--- src/rtl/freq_meter_if.sv ---
// Bundles the frequency meter's control input, the measured signal and the
// result/status outputs. The measuring block takes the slave side; whoever
// drives enable and reads results takes the master side.
interface freq_meter_if #(
  parameter int RES_W = 16
);
  logic             en;
  logic             sig_in;
  logic [RES_W-1:0] freq_count;
  logic             freq_valid;
  logic             overflow;
  logic             busy;

  modport master (
    output en,
    output sig_in,
    input  freq_count,
    input  freq_valid,
    input  overflow,
    input  busy
  );

  modport slave (
    input  en,
    input  sig_in,
    output freq_count,
    output freq_valid,
    output overflow,
    output busy
  );
endinterface

--- src/rtl/freq_meter.sv ---
// Frequency meter: counts rising edges of an asynchronous input over a fixed
// gate window of GATE_CYCLES clk periods and publishes the count once per
// window. Windows run back to back while enabled; dropping enable mid-window
// discards the partial count and keeps the last published result.
//
//   state   | meaning
//   --------+----------------------------------------------------------
//   IDLE    | not measuring; counters held at zero, busy low
//   MEASURE | gate window running; edges counted, result published at end
module freq_meter #(
  parameter int GATE_CYCLES = 100000000,
  parameter int GATE_W      = 27,
  parameter int RES_W       = 16
) (
  input  logic        clk,
  input  logic        rst,
  freq_meter_if.slave bus
);

  localparam logic [0:0] IDLE    = 1'b0;
  localparam logic [0:0] MEASURE = 1'b1;

  localparam logic [GATE_W-1:0] GATE_LAST = GATE_W'(GATE_CYCLES - 1);
  localparam logic [RES_W-1:0]  CNT_MAX   = '1;

  logic [0:0]        state;
  logic              s1, s2, s3;
  logic              sig_edge;
  logic [GATE_W-1:0] gate_cnt;
  logic [RES_W-1:0]  edge_cnt;
  logic              sat_flag;

  logic              cnt_at_max;
  logic [RES_W-1:0]  edge_next;
  logic              sat_next;
  logic              window_end;

  logic [RES_W-1:0]  freq_count;
  logic              freq_valid;
  logic              overflow;

  // Two-flop synchronizer for the asynchronous input plus a history flop,
  // so a rise shows up as a one-cycle pulse two cycles after it is sampled.
  always_ff @(posedge clk or posedge rst) begin
    if (rst) begin
      s1 <= 1'b0;
      s2 <= 1'b0;
      s3 <= 1'b0;
    end else begin
      s1 <= bus.sig_in;
      s2 <= s1;
      s3 <= s2;
    end
  end

  assign sig_edge = s2 & ~s3;

  // Edge count including this cycle's edge; saturates at the top value and
  // remembers that an increment was lost.
  always_comb begin
    cnt_at_max = (edge_cnt == CNT_MAX);
    edge_next  = edge_cnt;
    if (sig_edge && !cnt_at_max) begin
      edge_next = edge_cnt + 1'b1;
    end
    sat_next   = sat_flag | (sig_edge & cnt_at_max);
    window_end = (state == MEASURE) && (gate_cnt == GATE_LAST);
  end

  // Window sequencing. Window end wins over a dropped enable so the final
  // window is still published; a new window starts on the very next cycle
  // when enable stays high, so no edge falls between windows.
  always_ff @(posedge clk or posedge rst) begin
    if (rst) begin
      state    <= IDLE;
      gate_cnt <= '0;
      edge_cnt <= '0;
      sat_flag <= 1'b0;
    end else if (state == IDLE) begin
      gate_cnt <= '0;
      edge_cnt <= '0;
      sat_flag <= 1'b0;
      if (bus.en) begin
        state <= MEASURE;
      end
    end else begin
      if (window_end) begin
        gate_cnt <= '0;
        edge_cnt <= '0;
        sat_flag <= 1'b0;
        state    <= bus.en ? MEASURE : IDLE;
      end else if (!bus.en) begin
        gate_cnt <= '0;
        edge_cnt <= '0;
        sat_flag <= 1'b0;
        state    <= IDLE;
      end else begin
        gate_cnt <= gate_cnt + 1'b1;
        edge_cnt <= edge_next;
        sat_flag <= sat_next;
      end
    end
  end

  // Result registers: loaded only at window end and held otherwise, with a
  // single-cycle valid pulse marking each update.
  always_ff @(posedge clk or posedge rst) begin
    if (rst) begin
      freq_count <= '0;
      overflow   <= 1'b0;
      freq_valid <= 1'b0;
    end else begin
      freq_valid <= window_end;
      if (window_end) begin
        freq_count <= edge_next;
        overflow   <= sat_next;
      end
    end
  end

  assign bus.freq_count = freq_count;
  assign bus.freq_valid = freq_valid;
  assign bus.overflow   = overflow;
  assign bus.busy       = (state == MEASURE);

endmodule

--- src/flat_wrapper.sv ---
// flat-port wrapper written by rule: the top's interface ports become plain ports
module freq_meter_flat 
#(
  parameter int GATE_CYCLES = 100000000,
  parameter int GATE_W      = 27,
  parameter int RES_W       = 16
)
  (clk, rst, bus_en, bus_sig_in, bus_freq_count, bus_freq_valid, bus_overflow, bus_busy);
  freq_meter_if #(.RES_W(RES_W)) bus_i ();
  input  logic clk;
  input  logic rst;
  input wire logic [$bits(bus_i.en)-1:0] bus_en;
  input wire logic [$bits(bus_i.sig_in)-1:0] bus_sig_in;
  output wire logic [$bits(bus_i.freq_count)-1:0] bus_freq_count;
  output wire logic [$bits(bus_i.freq_valid)-1:0] bus_freq_valid;
  output wire logic [$bits(bus_i.overflow)-1:0] bus_overflow;
  output wire logic [$bits(bus_i.busy)-1:0] bus_busy;
  assign bus_i.en = bus_en;
  assign bus_i.sig_in = bus_sig_in;
  assign bus_freq_count = bus_i.freq_count;
  assign bus_freq_valid = bus_i.freq_valid;
  assign bus_overflow = bus_i.overflow;
  assign bus_busy = bus_i.busy;
  freq_meter #(.GATE_CYCLES(GATE_CYCLES), .GATE_W(GATE_W), .RES_W(RES_W)) u_core (.clk(clk), .rst(rst), .bus(bus_i));
endmodule
--- config.mk ---
export PLATFORM = sky130hd
export DESIGN_NAME = freq_meter_flat
export DESIGN_NICKNAME = d
export VERILOG_FILES = /design/src/rtl/freq_meter_if.sv /design/src/rtl/freq_meter.sv /design/src/flat_wrapper.sv
export SDC_FILE = /design/constraint.sdc
export NUM_CORES = 1
export LEC_CHECK = 0
export CORE_UTILIZATION = 52
export DETAILED_ROUTE_END_ITERATION = 10
export PLACE_DENSITY = 0.83
export SLEW_MARGIN = 20
export SYNTH_ARGS = -nofsm -noshare
export SYNTH_HDL_FRONTEND = slang
export SYNTH_SLANG_ARGS = --single-unit
export TNS_END_PERCENT = 20
--- constraint.sdc ---
create_clock -name clk -period 2.1 [get_ports clk]
set_clock_uncertainty 0.1 [all_clocks]
set_input_delay 0.21 -clock clk [delete_from_list [all_inputs] [get_ports clk]]
set_output_delay 0.21 -clock clk [all_outputs]
set_load 0.005 [all_outputs]
==> results of run 1 <==
## routing by layer
metal | GRT usage [%] | wire length (µm) | vias to the layer above
met5 | 0 | 0 | -
met4 | 9.26 | 95 | 0
met3 | 5.70 | 247 | 8
met2 | 33.8 | 2900 | 52
met1 | 31.9 | 2850 | 1153
li1 | - | - | 1138
## state kept, by name, summed over array words and instances (netlist names)
name and flops:
u_core.s1 1, u_core.gate_cnt 27, u_core.bus.overflow 1, u_core.s2 1, u_core.bus.freq_count 16, u_core.edge_cnt 16, u_core.bus.freq_valid 1, u_core.bus.busy 1
u_core.s3 1, u_core.sat_flag 1
## power breakdown
| group | internal (µW) | switching [µW] | leakage (µW) | total (µW) |
|---|---|---|---|---|
| clock | 665 | 510 | 0.000105 | 1170 |
| combinational | 21.3 | 46.9 | 0.000522 | 68.2 |
| sequential | 1280 | 5.74 | 0.000912 | 1280 |
| total | 1960 | 562 | 0.00154 | 2530 |
## cells in the mapped netlist, types with 2 or more instances
cell,count
ha_1,2
a21oi_1,9
buf_6,2
and2_1,3
a211oi_1,2
nand2b_1,2
xnor2_1,13
and3_1,8
xor2_1,19
clkbuf_1,2
or2_2,2
o21ai_0,19
nand3_1,22
nor2_1,50
nand2_1,38
dfrtp_1,66
nand4_1,12
mux2i_1,2
buf_2,4
nor4_1,5
and4_1,2
inv_1,6
nor3_1,3
## logic make-up after synthesis
kind of cell / synth area share (%)
compound gates: 5.85
flops: 54.4
simple gates: 26.3
buf+inv: 2.39
mux: 1.03
fa+ha+maj: 0.824
xor+xnor: 9.23
## through the flow
stage          util (%)  setup slack (ns)
2_1_floorplan         -            0.0125
3_3_place_gp       61.7            0.0920
3_5_place_dp       61.7            0.0165
4_1_cts            65.6            0.0189
5_1_grt            65.8           -0.0181
6_report           65.8             0.101
## layout make-up
class	instances	area share, %
clock buffer	9	3.38
clock inverter	7	2.56
tap	72	2.46
multi-input combinational	228	36.0
timing repair buffer	36	9.90
inverter	6	0.614
sequential	66	45.1
## worst max-delay path, cell delays in order (launching register included)
cell and delay, ns:
dfrtp_1 0.40, ha_2 0.22, nand3_2 0.15, or2_2 0.35, or4_1 0.51, a31oi_1 0.18
## worst paths after layout
path                                    start                  end  slack [ns]  depth (start not counted)
min in group clk                   bus_sig_in            u_core.s1        0.22                          1
hold / removal                            rst   u_core.gate_cnt[0]        0.14                          3
setup reg to reg           u_core.gate_cnt[0]  u_core.gate_cnt[18]        0.10                          5
setup / recovery           u_core.gate_cnt[0]  u_core.gate_cnt[18]        0.10                          5
hold reg to reg                     u_core.s1            u_core.s2        0.27                          0
max in group asynchronous                 rst   u_core.gate_cnt[9]        1.48                          3
## timing repair
action / in CTS / in global routing
hold buffers: 0 / 0
resized for setup: 0 / 3
setup endpoints to repair: 0 / 54
hold endpoints to repair: 0 / 0
buffers inserted: 0 / 0
==> flow_summary.json, run 1 <==
{
  "layout_common_cells": "dfrtp_1, nor2_1, nand2_1, clkdlybuf4s50_1, nand3_1",
  "clk_pin_slew_ns": 0.07,
  "setup_violations": 0,
  "wl_mm": 6.09,
  "status": "completed",
  "grt_pass1_vias": 2213,
  "total_leakage_power_uw": 0.00154,
  "period_share_pct": 95.2,
  "htree_levels": 3,
  "async_flop_share_pct": 100,
  "worst_ep_required_time_ns": 2.26,
  "grt_max_degree": 67,
  "drt.antenna.violating_nets": 0,
  "numPlacedInstances": 408,
  "slew_headroom_pct": 68.8,
  "layout_commonest_cell": "dfrtp_1",
  "cts_tree": "done",
  "diodes": 0,
  "initialDrtViolationCount": 250,
  "crit_fanout": 6,
  "placed_area_um2": 3440,
  "finalSetupTns_ns": 0,
  "multi_input_area_um2": 1320,
  "num_vias": 2351,
  "start_util_pct": 54.5,
  "io_buffers": 22,
  "syn-instance-count": 308,
  "end_kind": "flip-flop",
  "grt_setup_unrepaired": "true",
  "hold_path.class": "in -> async",
  "cts_buffers": 9,
  "pin_count": 23,
  "ys_ff_latch": 66,
  "ys_seq_area_share_pct": 54.4,
  "power_uw": 2530,
  "design_area_um2": 3670,
  "cap_violations": 0,
  "startpoint_type": "flip-flop",
  "wl_per_cell_um": 14.4,
  "hold_violations": 0,
  "cp.arrival_ns": 2.16,
  "fillers": 438,
  "chipWidth_um": 78.4,
  "vdd_drop_max_uv": 492,
  "drt-pass1-iter-count": 5,
  "fin_nets": 353,
  "clkSinkCount": 66,
  "grt_usage_pct": 22.7,
  "drive_gt1_share_pct": 11.9,
  "timing.hold.ws_ns": 0.143,
  "synth_area_leaders": "dfrtp_1, nor2_1, xor2_1",
  "final_cells": 424,
  "cts_root_buffer": "clkbuf_8",
  "drc": 0,
  "num_rows": 27,
  "vias_per_cell": 5.54,
  "yosys_warnings": 0,
  "synth_cell_types": 38,
  "mappedNetlistNets": 314,
  "worstSetupPathType": "reg -> reg",
  "gp_congestion": 0.864,
  "dieHeight_um": 78.4,
  "layout_min_cycle_time_ns": 2.00,
  "ys.flop_type": "dfrtp_1",
  "worst_slew_pin_slew_ns": 0.465,
  "finalMaxSlewViolations": 0,
  "antenna_found_initial": 0,
  "area.sequential_um2": 1650,
  "cts_buffer_depth": 2,
  "syn_avg_cell_area_um2": 9.86,
  "dieArea_um2": 6150,
  "fmax_ghz": 0.500,
  "netlist_area_um2": 3040,
  "synth_top_area_share_pct": 54.4,
  "synth_area_leader_cell": "dfrtp_1",
  "synthToLayoutAreaGrowth_pct": 20.8,
  "grt_pass1_wl_mm": 10.6,
  "synth_edf_count": 0,
  "grt_overflow_total": 0,
  "core_um2": 5570,
  "clock_latency_ns": 0.35,
  "p_per_area_nw_per_um2": 689,
  "hpwl_mm": 4.09
}
(Power assumes the default switching activity.)
==> run 2, diff against run 1 <==
- CORE_UTILIZATION: 52 -> 55
- PLACE_DENSITY: 0.83 -> 0.84
- clock period: 2.1 -> 2.43 ns (I/O delays scaled with it)
==> run 2 against run 1 <==
- highest routed layer unchanged
- non-clock buffer count shrank 6
- design area fell by 2.2%
- largest power group unchanged
- global-route usage grew 0.19 points
- critical endpoint is now u_core.gate_cnt[9]
- critical path type unchanged
- critical path depth up 1
==> flow_summary.json, run 2 (synthesis gave the netlist of run 1 again) <==
{
  "status": "completed",
  "cap_violations": 0,
  "layout_commonest_cell": "dfrtp_1",
  "cts_tree": "done",
  "core_um2": 5200,
  "multi_input_area_um2": 1310,
  "dieArea_um2": 5820,
  "clkSinkCount": 66,
  "pin_count": 23,
  "finalMaxSlewViolations": 0,
  "fin_nets": 347,
  "cts_root_buffer": "clkbuf_8",
  "layout_min_cycle_time_ns": 2.20,
  "p_per_area_nw_per_um2": 609,
  "cpMaxStageDelayCell": "or4_4",
  "vdd_drop_max_uv": 407,
  "setup_violations": 0,
  "grt_setup_unrepaired": "false",
  "io_buffers": 22,
  "worstSetupPathType": "reg -> reg",
  "layout_common_cells": "dfrtp_1, nor2_1, nand2_1, nand3_1, clkdlybuf4s50_1",
  "worst_slew_pin_slew_ns": 0.697,
  "num_vias": 2306,
  "largest_register_ffs": 27,
  "antenna_found_initial": 0,
  "path_cells": "or4_4, nor4_4, nand4_4, nand3_2, buf_4, nor2_1",
  "top_register": "u_core.gate_cnt",
  "met1_usage_pct": 31.4,
  "timing.hold.ws_ns": 0.155,
  "htree_levels": 3,
  "post_cts_resized": 0,
  "hold_violations": 0,
  "start_util_pct": 58.3,
  "clk_pin_slew_ns": 0.07,
  "cpPeakStageDelay_ns": 0.56,
  "area.sequential_um2": 1650,
  "cts_buffers": 9,
  "grt_usage_pct": 22.9,
  "synthToLayoutAreaGrowth_pct": 18.1,
  "grt_max_degree": 36,
  "num_rows": 26,
  "worst_ep_required_time_ns": 2.55,
  "wl_mm": 5.81,
  "grt_pass1_wl_mm": 10.3,
  "wl_per_cell_um": 14.0,
  "total_leakage_power_uw": 0.00149,
  "clock_latency_ns": 0.35,
  "reg_top3": "u_core.gate_cnt (27), u_core.bus.freq_count (16), u_core.edge_cnt (16)",
  "grt_overflow_total": 0,
  "diodes": 0,
  "power_uw": 2180,
  "fmax_ghz": 0.454,
  "grt.busiest_layer": "met2",
  "postCtsSetupBuffers": 0,
  "initialDrtViolationCount": 219,
  "cts_hold_buf": 0,
  "hpwl_mm": 3.99,
  "startpoint_type": "flip-flop",
  "vias_per_cell": 5.54,
  "drive_gt1_share_pct": 9.25,
  "met3_usage_pct": 6.71,
  "chipWidth_um": 76.3,
  "fillers": 397,
  "dieHeight_um": 76.3,
  "slew_headroom_pct": 53.1,
  "crit_fanout": 24,
  "grt_pass1_vias": 2268,
  "end_kind": "flip-flop",
  "gp_congestion": 0.914,
  "cts_buffer_depth": 2,
  "drt.antenna.violating_nets": 0,
  "drc": 0,
  "hold_path.class": "in -> async",
  "cp.arrival_ns": 2.33,
  "drt-pass1-iter-count": 4,
  "period_share_pct": 90.7,
  "finalSetupTns_ns": 0,
  "grtUsageMet2_pct": 33.1
}
## run 2: path summary, 6_finish.rpt
| kind | start | endpoint | slack (ns) | cells after the start |
|---|---|---|---|---|
| worst min-delay path | rst | u_core.bus.freq_count[14] | 0.15 | 2 |
| worst max-delay path | u_core.gate_cnt[19] | u_core.gate_cnt[9] | 0.23 | 6 |
| worst max register to register | u_core.gate_cnt[19] | u_core.gate_cnt[9] | 0.23 | 6 |
| worst min register to register | u_core.s1 | u_core.s2 | 0.25 | 0 |
| min in group clk | bus_sig_in | u_core.s1 | 0.23 | 1 |
| max in group asynchronous | rst | u_core.bus.freq_count[1] | 1.44 | 3 |
## run 2: metrics by stage
step           cells  instance area, µm²  setup WS (ns)  util, %
3_5_place_dp     400                3370          0.261     64.7
4_1_cts          416                3590          0.223     68.9
2_1_floorplan    308                3040          0.342        -
6_report         416                3590          0.226     68.9
3_3_place_gp     400                3370          0.341     64.7
5_1_grt          416                3590          0.134     68.9
## run 2: report_power, final
part	internal, µW	switching, µW	leakage, µW	total [µW]
registers	1100	4.49	0.000912	1110
clock network	606	412	0.000103	1020
logic	16.9	40.0	0.000479	56.9
## run 2: worst max-delay path, delay by kind of cell, from the launching register on
family	cells	cell delay, ns
DFF	1	0.42
buffers and inverters	1	0.28
and+or+nand+nor	5	1.28
## run 2: layer usage
layer / share of wire, % / vias to the layer above
li1: - / 1127
met1: 48 / 1107
met2: 45 / 52
met3: 4.0 / 20
met4: 2.9 / 0
met5: 0 / -
## run 2: layout make-up
type / count / share of cell area, %
Clock buffer: 12 / 4.05
Multi-Input combinational cell: 228 / 36.6
Timing Repair Buffer: 30 / 8.16
Tap cell: 70 / 2.44
Clock inverter: 4 / 2.09
Inverter: 6 / 0.628
Sequential cell: 66 / 46.1
